## config.mk

```make
export PLATFORM = sky130hd
export DESIGN_NAME = lsu_mem_master
export DESIGN_NICKNAME = d
export VERILOG_FILES = /design/src/rtl/lsu_mem_master.sv
export SDC_FILE = /design/constraint.sdc
export NUM_CORES = 1
export LEC_CHECK = 0
export BUFFER_PORTS_ARGS = -buffer_cell sky130_fd_sc_hd__buf_4
export CAP_MARGIN = 20
export CORE_MARGIN = 1.5
export CORE_UTILIZATION = 42
export CTS_CLUSTER_DIAMETER = 30
export DETAILED_ROUTE_END_ITERATION = 10
export HOLD_SLACK_MARGIN = 0.12
export PLACE_DENSITY_LB_ADDON = 0.1
export REMOVE_ABC_BUFFERS = 1
export SLEW_MARGIN = 30
export SYNTH_ARGS = -nofsm -noshare
export SYNTH_HDL_FRONTEND = slang
export SYNTH_SLANG_ARGS = --single-unit
```

## constraint.sdc

```tcl
create_clock -name clk -period 2 [get_ports clk]
set_clock_uncertainty 0.15 [all_clocks]
set_input_delay 0.2 -clock clk [delete_from_list [all_inputs] [get_ports clk]]
set_output_delay 0.2 -clock clk [all_outputs]
set_load 0.02 [all_outputs]
```

## src/rtl/lsu_mem_master.sv

```systemverilog
// RV32I load/store initiator for a word-wide, combinational-read data memory.
// Sub-word stores are done as read-modify-write; one transaction in flight at a time.
module lsu_mem_master #(
  parameter int unsigned DEPTH = 62
) (
  input  logic        clk,
  input  logic        rst_n,
  input  logic        req_valid,
  output logic        req_ready,
  input  logic        req_we,
  input  logic [2:0]  req_funct3,
  input  logic [31:0] req_addr,
  input  logic [31:0] req_wdata,
  output logic        rsp_valid,
  output logic [31:0] rsp_rdata,
  output logic        rsp_err,
  output logic [31:0] mem_A,
  output logic [31:0] mem_WD,
  output logic        mem_WE,
  input  logic [31:0] mem_RD
);

  localparam logic [29:0] DEPTH_W = 30'(DEPTH);

  typedef enum logic [2:0] {
    S_IDLE   = 3'd0,
    S_LOAD   = 3'd1,
    S_RMW_RD = 3'd2,
    S_WRITE  = 3'd3,
    S_RESP   = 3'd4
  } state_t;

  state_t      state_q, state_d;
  logic [2:0]  funct3_q, funct3_d;
  logic [31:0] addr_q, addr_d;
  logic [31:0] wdata_q, wdata_d;
  logic [31:0] merge_q, merge_d;
  logic [31:0] rdata_q, rdata_d;
  logic        err_q, err_d;

  function automatic logic req_error(input logic we, input logic [2:0] f3,
                                     input logic [31:0] addr);
    logic illegal;
    logic misaligned;
    logic out_of_range;
    if (we) begin
      illegal = f3[2] || (f3[1:0] == 2'b11);
    end else begin
      illegal = (f3 == 3'b011) || (f3 == 3'b110) || (f3 == 3'b111);
    end
    misaligned   = ((f3[1:0] == 2'b01) && addr[0]) ||
                   ((f3[1:0] == 2'b10) && (addr[1:0] != 2'b00));
    out_of_range = (addr[31:2] >= DEPTH_W);
    return illegal || misaligned || out_of_range;
  endfunction

  function automatic logic [31:0] load_extract(input logic [31:0] word, input logic [2:0] f3,
                                               input logic [1:0] lane);
    logic [7:0]  b;
    logic [15:0] h;
    logic [31:0] r;
    b = word[{lane, 3'b000} +: 8];
    h = lane[1] ? word[31:16] : word[15:0];
    case (f3)
      3'b000:  r = {{24{b[7]}}, b};
      3'b001:  r = {{16{h[15]}}, h};
      3'b010:  r = word;
      3'b100:  r = {24'h000000, b};
      3'b101:  r = {16'h0000, h};
      default: r = 32'h0000_0000;
    endcase
    return r;
  endfunction

  function automatic logic [31:0] store_merge(input logic [31:0] word, input logic [31:0] wdata,
                                              input logic [2:0] f3, input logic [1:0] lane);
    logic [31:0] r;
    r = word;
    case (f3[1:0])
      2'b00: r[{lane, 3'b000} +: 8] = wdata[7:0];
      2'b01: begin
        if (lane[1]) r[31:16] = wdata[15:0];
        else         r[15:0]  = wdata[15:0];
      end
      default: r = wdata;
    endcase
    return r;
  endfunction

  // Next-state and datapath capture
  always_comb begin
    state_d  = state_q;
    funct3_d = funct3_q;
    addr_d   = addr_q;
    wdata_d  = wdata_q;
    merge_d  = merge_q;
    rdata_d  = rdata_q;
    err_d    = err_q;
    case (state_q)
      S_IDLE: begin
        if (req_valid) begin
          funct3_d = req_funct3;
          addr_d   = req_addr;
          wdata_d  = req_wdata;
          merge_d  = req_wdata;
          rdata_d  = 32'h0000_0000;
          err_d    = req_error(req_we, req_funct3, req_addr);
          if (err_d)                         state_d = S_RESP;
          else if (!req_we)                  state_d = S_LOAD;
          else if (req_funct3[1:0] == 2'b10) state_d = S_WRITE;
          else                               state_d = S_RMW_RD;
        end else begin
          state_d = S_IDLE;
        end
      end
      S_LOAD: begin
        rdata_d = load_extract(mem_RD, funct3_q, addr_q[1:0]);
        state_d = S_RESP;
      end
      S_RMW_RD: begin
        merge_d = store_merge(mem_RD, wdata_q, funct3_q, addr_q[1:0]);
        state_d = S_WRITE;
      end
      S_WRITE: state_d = S_RESP;
      S_RESP:  state_d = S_IDLE;
      default: state_d = S_IDLE;
    endcase
  end

  // State and transaction registers
  always_ff @(posedge clk or negedge rst_n) begin
    if (!rst_n) begin
      state_q  <= S_IDLE;
      funct3_q <= 3'b000;
      addr_q   <= 32'h0000_0000;
      wdata_q  <= 32'h0000_0000;
      merge_q  <= 32'h0000_0000;
      rdata_q  <= 32'h0000_0000;
      err_q    <= 1'b0;
    end else begin
      state_q  <= state_d;
      funct3_q <= funct3_d;
      addr_q   <= addr_d;
      wdata_q  <= wdata_d;
      merge_q  <= merge_d;
      rdata_q  <= rdata_d;
      err_q    <= err_d;
    end
  end

  // Memory port is driven only while a memory-touching state is active
  always_comb begin
    mem_A  = 32'h0000_0000;
    mem_WD = 32'h0000_0000;
    mem_WE = 1'b0;
    if ((state_q == S_LOAD) || (state_q == S_RMW_RD) || (state_q == S_WRITE)) begin
      mem_A = {addr_q[31:2], 2'b00};
    end else begin
      mem_A = 32'h0000_0000;
    end
    if (state_q == S_WRITE) begin
      mem_WD = merge_q;
      mem_WE = 1'b1;
    end else begin
      mem_WD = 32'h0000_0000;
      mem_WE = 1'b0;
    end
  end

  assign req_ready = (state_q == S_IDLE);
  assign rsp_valid = (state_q == S_RESP);
  assign rsp_rdata = rdata_q;
  assign rsp_err   = err_q;

endmodule

```

==> flow_metrics.py, run 1 <==
metrics = {
    "die": {
        "io_pins": 203,
        "num_rows": 47,
        "die_h_um": 133,
        "dieArea_mm2": 0.0176,
        "core_area_mm2": 0.0165,
        "dieWidth_um": 133,
        "start_util_pct": 42.8,
    },
    "clock_tree": {
        "cts.clk_slew.worst_paths_ns": 0.06,
        "clk_path_buf_depth": 2,
        "cts_tree": "built",
        "cts.sinks": 135,
        "h-tree-depth": 4,
        "clk_latency_ns": 0.42,
        "cts_buffers": 17,
        "cts_root_buffer": "clkbuf_16",
    },
    "logic_synthesis": {
        "yosys_register_bits": 135,
        "synth.top_cell.area_share_pct": 47.8,
        "ys_async_sr_fraction_pct": 100,
        "postSynthAreaPerCell_um2": 9.13,
        "synth_warnings": 0,
        "synth_area_leaders": "dfrtp_1 (48%), nand2_1 (12%), and2_1 (5.6%)",
        "synth_seq_area_share_pct": 47.8,
        "synthFlopType": "dfrtp_1",
        "synth.largest_area_cell": "dfrtp_1",
        "synth-edff-count": 0,
        "syn-cell-area_mm2": 0.00707,
        "synth_cell_types": 54,
        "syn_inst": 774,
    },
    "worst_setup_path": {
        "critical_path_class": "flop to primary output",
        "cp-end-kind": "primary output",
        "cp_max_fo": 33,
        "reg2reg_slack_ns": -0.01,
        "start_kind": "flop",
        "cp.required_ns": 1.65,
        "r2r_cells": 5,
        "crit_arrival_ns": 1.71,
    },
    "final_layout": {
        "syn_to_final_growth_pct": 55.4,
        "final_util_pct": 66.5,
        "nNetsFinal": 1207,
        "antennaDiodeCount": 0,
        "drive_gt1_share_pct": 30.6,
    },
    "status": {
        "violations": "negative setup slack",
        "outcome": "finished with violations",
    },
    "timing": {
        "rsz0062_at_grt": "yes",
        "finalCritPeriodShare_pct": 103,
        "whs_ns": 0.151,
        "drv_slew": 0,
        "fmax_ghz": 0.485,
        "setup_ws_ns": -0.0618,
        "relSlewSlack_pct": 58.8,
        "finalHoldViolCount": 0,
        "setup_viol_count_final": 48,
        "period_minus_slack_ns": 2.06,
        "tns_ns": -0.735,
        "worst-slew-pin-transition_ns": 0.615,
    },
    "run": {
        "drv_cap": 0,
    },
    "hold_path": {
        "hp-class": "primary input to async pin",
    },
    "routing": {
        "vias": 7387,
        "wl_per_cell_um": 19.6,
        "route.antenna.remaining_nets": 0,
        "avgViaCountPerCell": 5.55,
        "dr.pass1.iters": 8,
        "drt_iter0_drc": 564,
        "drc": 0,
        "totalWireLength_um": 26000,
    },
    "power": {
        "irDropWorstVdd_mv": 0.610,
        "power_density_mw_per_mm2": 721,
        "leakage_uw": 0.00541,
        "power_uw": 7920,
    },
    "placed_design": {
        "post-place-ws_ns": -0.199,
        "place_congestion": 0.902,
        "io_buffers": 200,
        "hpwlAfterDp_um": 17200,
    },
    "global_routing": {
        "overflow": 0,
        "grt_max_degree": 48,
        "grt_usage_pct": 30.0,
        "antenna_found_initial": 0,
        "grt_pass1_wl_um": 40800,
        "grt_pass1_vias": 7450,
    },
}
## state kept, by name (all words and copies together), names as in the netlist
| register | flops |
|---|---|
| addr_q | 32 |
| merge_q | 32 |
| rsp_rdata | 32 |
| wdata_q | 32 |
| funct3_q | 3 |
| state_q | 3 |
| rsp_err | 1 |
## metrics by stage
| step | area (µm²) | instances |
|---|---|---|
| 2_1_floorplan | 6780 | 717 |
| 3_3_place_gp | 9140 | 1194 |
| 3_5_place_dp | 9160 | 1195 |
| 4_1_cts | 10800 | 1328 |
| 5_1_grt | 11000 | 1331 |
| 6_report | 11000 | 1331 |
## cells in the mapped netlist (2+ instances only)
cell type	n
nand2_1	229
buf_2	24
buf_1	4
o21ai_1	24
inv_1	11
o221ai_1	7
nand2b_1	5
mux2i_1	17
mux2_2	7
a221o_1	17
a22oi_1	25
clkbuf_1	20
nor2b_1	5
a222oi_1	14
buf_6	3
dfrtp_1	135
a221oi_1	15
o21ai_0	32
buf_4	7
nand3_1	5
ha_1	5
nor4_4	2
a21o_1	15
nand4_1	2
nor2_1	9
nor4_1	7
nor3_2	3
a21oi_1	30
and2_1	63
nor3b_2	2
a31o_2	2
or3b_1	2
mux2_1	2
nor3_1	4
## layer usage
layer	up-vias	share of wire, %	wire length [µm]	GRT usage (%)
li1	3371	-	-	-
met1	3644	41	10600	38.6
met2	328	51	13200	52.0
met3	44	6.0	1570	4.64
met4	0	2.2	580	9.83
met5	-	0	0	0
## timing repair
| item | CTS | global route |
|---|---|---|
| gates resized for setup | 24 | 34 |
| hold endpoints to repair | 266 | 0 |
| setup buffers | 0 | 3 |
| cloned | 2 | 0 |
| hold buffers | 100 | 0 |
| pin swaps | 2 | 10 |
| setup endpoints to repair | 78 | 116 |
## power by group
group	leakage, µW	internal [µW]	switching, µW
combinational	0.00344	802	907
clock	0.000266	1850	1170
sequential	0.00171	3000	198
## layout by cell type, fill, tap and decap left out, types with 6 or more instances in the layout
cell type | Yosys | routed
a22oi_1 | 25 | 25
a222oi_1 | 14 | 14
o21ai_0 | 32 | 32
mux2i_1 | 17 | 17
dfrtp_1 | 135 | 132
a221oi_1 | 15 | 9
nor4_1 | 7 | 7
nor2_1 | 9 | 6
nand2_1 | 229 | 229
o21ai_1 | 24 | 23
dlygate4sd3_1 | 0 | 100
o221ai_1 | 7 | 7
a21o_1 | 15 | 15
buf_6 | 3 | 22
and2_1 | 63 | 61
buf_4 | 7 | 228
buf_12 | 0 | 12
a221o_1 | 17 | 17
a221oi_2 | 1 | 6
mux2_2 | 7 | 8
a21oi_1 | 30 | 30
clkbuf_16 | 0 | 17
inv_1 | 11 | 9
## worst max-delay path: stages (launching register included)
cell and delay, ns:
dfrtp_1 0.40, nand2b_4 0.15, buf_6 0.12, nor2_4 0.09, buf_12 0.20, and2_1 0.18, buf_4 0.15
## logic make-up after synthesis
family,share of synthesized area (%)
AO/OA/AOI/OAI,18.9
other,0.0530
flip-flops,47.8
AND/OR/NAND/NOR,23.5
multiplexers,4.16
adder cells (fa/ha/maj),0.885
buffers and inverters,4.78
## final cells by class
| type | instances | area [µm²] |
|---|---|---|
| repair buffers | 363 | 3220 |
| clock inverters | 9 | 103 |
| clock buffers | 22 | 454 |
| multi-input cells | 571 | 3510 |
| inverters | 11 | 41.3 |
| flip-flops and latches | 135 | 3380 |
| fillers | 1332 | 5540 |
| well taps | 220 | 275 |
## worst paths after layout
kind / from / endpoint
worst max-delay path: state_q[2] / mem_WD[2]
worst min-delay path: rst_n / wdata_q[17]
worst max register to register: state_q[0] / merge_q[13]
worst min register to register: addr_q[17] / addr_q[17]
max in group asynchronous: rst_n / state_q[0]
min in group clk: mem_RD[15] / rsp_rdata[15]
(Power assumes the default switching activity.)
==> run 2: changes to the inputs <==
--- a/config.mk
+++ b/config.mk
@@ -14,6 +14,7 @@
 export HOLD_SLACK_MARGIN = 0.12
 export PLACE_DENSITY_LB_ADDON = 0.1
 export REMOVE_ABC_BUFFERS = 1
+export SKIP_CTS_REPAIR_TIMING = 1
 export SLEW_MARGIN = 30
 export SYNTH_ARGS = -nofsm -noshare
 export SYNTH_HDL_FRONTEND = slang
==> run 2 against run 1 <==
Against the previous run: sequential power about the same; wire length up 5.5%; largest cell class unchanged; register-to-register slack better by 0.05 ns; first-iteration DRC count up 1.6%; critical path type unchanged; the run still ends with negative setup slack left; cell area up 3.8%; maximum frequency up 0.51%; via count up 0.87%; flip-flop and latch count unchanged.
==> flow_metrics.py, run 2 (same netlist as run 1, synthesis figures left out) <==
metrics = {
    "status": {
        "outcome": "finished with violations",
        "violations": "negative setup slack",
    },
    "placed_design": {
        "hpwlAfterDp_um": 17200,
        "io_buffers": 200,
        "place_congestion": 0.902,
    },
    "final_layout": {
        "n_fill_cell": 1292,
        "antennaDiodeCount": 0,
        "drive_gt1_share_pct": 36.2,
        "nNetsFinal": 1210,
        "final_cell_mix": "nand2_1 (229), buf_4 (179), dfrtp_1 (132)",
        "syn_to_final_growth_pct": 61.3,
        "mostFrequentLayoutCell": "nand2_1",
    },
    "die": {
        "io_pins": 203,
        "core_area_mm2": 0.0165,
        "dieWidth_um": 133,
        "dieArea_mm2": 0.0176,
        "die_h_um": 133,
        "start_util_pct": 42.8,
        "num_rows": 47,
    },
    "timing": {
        "fmax_ghz": 0.487,
        "setup_ws_ns": -0.0514,
        "rsz0062_at_grt": "yes",
        "period_minus_slack_ns": 2.05,
        "whs_ns": 0.106,
        "drv_slew": 0,
        "setup_viol_count_final": 51,
        "worst-slew-pin-transition_ns": 0.632,
        "relSlewSlack_pct": 57.6,
        "finalCritPeriodShare_pct": 103,
        "finalHoldViolCount": 0,
    },
    "clock_tree": {
        "cts_tree": "built",
        "cts.clk_slew.worst_paths_ns": 0.06,
        "clk_latency_ns": 0.42,
        "cts_root_buffer": "clkbuf_16",
        "cts.sinks": 135,
        "cts_buffers": 17,
        "clk_path_buf_depth": 2,
        "h-tree-depth": 4,
    },
    "routing": {
        "avgViaCountPerCell": 5.59,
        "vias": 7451,
        "totalWireLength_um": 27400,
        "drt_iter0_drc": 573,
        "wl_per_cell_um": 20.6,
        "dr.pass1.iters": 5,
        "route.antenna.remaining_nets": 0,
        "drc": 0,
    },
    "global_routing": {
        "grt_usage_pct": 27.9,
        "grt_pass1_wl_um": 37900,
        "grt_pass1_vias": 6909,
        "overflow": 0,
        "grt_max_degree": 48,
        "antenna_found_initial": 0,
    },
    "power": {
        "p_sw_uw": 2300,
        "p_sw_share_pct": 29.0,
        "pwr-share-clk_pct": 38.1,
        "intPower_uw": 5640,
        "irDropWorstVdd_mv": 0.611,
        "power_density_mw_per_mm2": 697,
        "comb_power_share_pct": 21.5,
        "seqPwrFrac_pct": 40.4,
        "leakage_uw": 0.00557,
        "power_uw": 7950,
    },
    "worst_setup_path": {
        "r2r_cells": 6,
        "cp-end-kind": "primary output",
        "start_kind": "flop",
        "slowest_delay_ns": 0.40,
        "crit_arrival_ns": 1.70,
        "reg2reg_slack_ns": 0.04,
        "crit_end": "mem_WD[15]",
        "critical_path_class": "flop to primary output",
        "cp.required_ns": 1.65,
        "slowest_stage": "dfrtp_1",
        "cp_cell_sequence": "nand2b_4 -> nor2_4 -> buf_12 -> clkbuf_16 -> and2_4 -> buf_6",
        "cp_max_fo": 8,
        "startpoint": "state_q[2]",
        "timing.rr.end": "merge_q[3]",
        "timing.rr.start": "addr_q[0]",
    },
    "run": {
        "drv_cap": 0,
    },
    "hold_path": {
        "hp-class": "primary input to flop",
    },
}
==> run 2: cell types whose count changed in the layout (fill, tap and decap cells not counted), moves of 3 or more <==
cell	change
and2_4	+60
dlygate4sd3_1	-3
clkbuf_16	+3
and2_1	-60
buf_6	+51
buf_4	-49
==> run 2: per-layer routing <==
layer | track usage, % | wire length (µm) | vias up
met5 | 0 | 0 | -
met4 | 9.52 | 738 | 0
met3 | 4.52 | 1810 | 49
met2 | 47.0 | 13900 | 341
met1 | 36.7 | 11000 | 3690
li1 | - | - | 3371
==> run 2: through the flow <==
step	util (%)	instance area (µm²)	instances	worst slack (ns)	setup TNS, ns
after floorplan	-	6780	717	-3.27	-301.47
after global placement	55.3	9140	1194	-0.180	-3.13
after detailed placement	55.4	9160	1195	-0.199	-0.624
after CTS	58.8	9710	1226	-0.206	-6.80
after global routing	69.0	11400	1334	-0.0894	-3.79
final	69.0	11400	1334	-0.0514	-0.942
==> run 2: area by class of cell <==
class	instances	area, µm²	share of cell area (%)
clock buffers	22	454	3.98
clock inverters	9	103	0.900
inverters	11	41.3	0.362
multi-input cells	571	3660	32.1
flip-flops and latches	135	3380	29.7
well taps	220	275	2.41
repair buffers	366	3490	30.6
==> run 2: worst min-delay path by stage <==
stage | start | endpoint | slack (ns) | cells after the start
after floorplan | rst_n | addr_q[0] | -0.25 | 0
after global placement | rst_n | wdata_q[21] | 0.03 | 1
after detailed placement | rst_n | rsp_rdata[16] | 0.03 | 1
after CTS | rst_n | wdata_q[20] | -0.41 | 1
after global routing | mem_RD[13] | rsp_rdata[13] | 0.14 | 4
final | mem_RD[8] | rsp_rdata[8] | 0.11 | 4
==> run 2: worst max-delay path, delay by kind of cell, from the launching register on <==
family	cells	cell delay [ns]
and+or+nand+nor	3	0.44
buffers and inverters	3	0.44
DFF	1	0.40
==> run 2: power by group through the flow <==
stage / logic, µW / registers, µW / clock network (µW)
after floorplan: 718 / 3220 / 0
after global routing: 1860 / 3240 / 3190
after CTS: 1490 / 3180 / 3060
after global placement: 1450 / 3220 / 0
final: 1710 / 3210 / 3030
after detailed placement: 1480 / 3230 / 0
==> run 3: changes to the inputs <==
--- a/config.mk
+++ b/config.mk
@@ -15,6 +15,7 @@
 export PLACE_DENSITY_LB_ADDON = 0.1
 export REMOVE_ABC_BUFFERS = 1
 export SKIP_CTS_REPAIR_TIMING = 1
+export SKIP_LAST_GASP = 1
 export SLEW_MARGIN = 30
 export SYNTH_ARGS = -nofsm -noshare
 export SYNTH_HDL_FRONTEND = slang
==> run 3 against run 2 <==
Against the previous run: combinational power hardly changed; critical path depth stayed put; flip-flop and latch count stayed put; the run still ends with negative setup slack left; non-clock buffer count stayed put.
==> flow_metrics.py, run 3 (same netlist as run 1, synthesis figures left out) <==
metrics = {
    "timing": {
        "setup_viol_count_final": 48,
        "period_minus_slack_ns": 2.05,
        "setup_ws_ns": -0.0456,
        "worst-slew-pin-transition_ns": 0.648,
        "drv_slew": 0,
        "finalHoldViolCount": 0,
        "rsz0062_at_grt": "yes",
        "relSlewSlack_pct": 56.5,
        "fmax_ghz": 0.489,
        "finalCritPeriodShare_pct": 102,
    },
    "worst_setup_path": {
        "cp.required_ns": 1.65,
        "crit_arrival_ns": 1.70,
        "reg2reg_slack_ns": 0.02,
        "start_kind": "flop",
        "cp-end-kind": "primary output",
        "cp_max_fo": 8,
        "critical_path_class": "flop to primary output",
    },
    "placed_design": {
        "place_congestion": 0.902,
        "hpwlAfterDp_um": 17200,
        "io_buffers": 200,
        "post-place-ws_ns": -0.199,
        "dp_cells": 1195,
    },
    "die": {
        "dieWidth_um": 133,
        "start_util_pct": 42.8,
        "io_pins": 203,
        "num_rows": 47,
        "die_h_um": 133,
        "core_area_mm2": 0.0165,
        "dieArea_mm2": 0.0176,
    },
    "clock_tree": {
        "cts_buffers": 17,
        "clk_latency_ns": 0.42,
        "h-tree-depth": 4,
        "clk_path_buf_depth": 2,
        "cts_root_buffer": "clkbuf_16",
        "cts.sinks": 135,
        "cts.clk_slew.worst_paths_ns": 0.06,
        "cts_tree": "built",
    },
    "final_layout": {
        "nNetsFinal": 1210,
        "multi_input_area_mm2": 0.00365,
        "drive_gt1_share_pct": 36.0,
        "syn_to_final_growth_pct": 61.2,
        "final_cell_mix": "nand2_1 (229), buf_4 (179), dfrtp_1 (132)",
        "n_fill_cell": 1293,
        "regArea_mm2": 0.00338,
        "fin_cells": 1334,
        "mostFrequentLayoutCell": "nand2_1",
        "antennaDiodeCount": 0,
    },
    "global_routing": {
        "antenna_found_initial": 0,
        "grt_pass1_vias": 6909,
        "grt_usage_pct": 27.9,
        "grt_pass1_wl_um": 37900,
        "overflow": 0,
        "grt_max_degree": 48,
    },
    "power": {
        "p_sw_uw": 2290,
        "pwr-share-clk_pct": 38.1,
        "seqPwrFrac_pct": 40.5,
        "power_density_mw_per_mm2": 696,
        "irDropWorstVdd_mv": 0.611,
        "comb_power_share_pct": 21.4,
        "intPower_uw": 5640,
        "p_sw_share_pct": 28.9,
        "leakage_uw": 0.00556,
    },
    "status": {
        "violations": "negative setup slack",
        "outcome": "finished with violations",
    },
    "run": {
        "drv_cap": 0,
    },
    "routing": {
        "dr.pass1.iters": 8,
        "wl_per_cell_um": 20.5,
        "avgViaCountPerCell": 5.58,
        "route.antenna.remaining_nets": 0,
        "vias": 7442,
        "drc": 0,
        "totalWireLength_um": 27400,
        "drt_iter0_drc": 585,
    },
    "hold_path": {
        "hp-class": "primary input to flop",
    },
}
## run 3: area by class of cell
type                    instances  area share, %
well taps                     220           2.42
clock buffers                  22           3.99
repair buffers                366           30.6
multi-input cells             571           32.1
clock inverters                 9          0.900
inverters                      11          0.362
flip-flops and latches        135           29.7
## run 3: path summary, 6_finish.rpt
path	startpoint	to	depth (start not counted)
max	state_q[2]	mem_WD[26]	6
min in group asynchronous	rst_n	wdata_q[20]	2
max reg2reg	addr_q[0]	merge_q[3]	6
min reg2reg	addr_q[8]	addr_q[8]	2
min	mem_RD[8]	rsp_rdata[8]	4
max in group asynchronous	rst_n	state_q[0]	3
## run 3: power by group through the flow
stage | clock [µW] | sequential (µW) | combinational, µW
after floorplan | 0 | 3220 | 718
after global placement | 0 | 3220 | 1450
after detailed placement | 0 | 3230 | 1480
after CTS | 3060 | 3180 | 1490
after global routing | 3190 | 3240 | 1860
final | 3030 | 3210 | 1700
## run 3: metrics by stage
stage | total power, µW | util [%] | hold WS (ns) | setup TNS [ns] | cell area, µm²
finish | 7940 | 69.0 | 0.107 | -0.825 | 11400
global route | 8290 | 69.0 | 0.139 | -3.87 | 11400
CTS | 7730 | 58.8 | -0.410 | -6.80 | 9710
detailed placement | 4710 | 55.4 | 0.0316 | -0.624 | 9160
global placement | 4670 | 55.3 | 0.0286 | -3.13 | 9140
floorplan | 3940 | - | -0.246 | -301.47 | 6780
## run 3: layer usage
| layer | GRT usage (%) | part of all wire [%] | vias to the layer above |
|---|---|---|---|
| met4 | 9.52 | 2.6 | 0 |
| met2 | 47.0 | 51 | 351 |
| li1 | - | - | 3374 |
| met1 | 36.7 | 40 | 3671 |
| met3 | 4.52 | 6.3 | 46 |
| met5 | 0 | 0 | - |
## run 3: critical path, cell delays in order (launching register included)
cell,delay [ns]
dfrtp_1,0.40
nand2b_4,0.17
nor2_4,0.12
buf_12,0.15
clkbuf_16,0.17
and2_4,0.15
buf_6,0.11
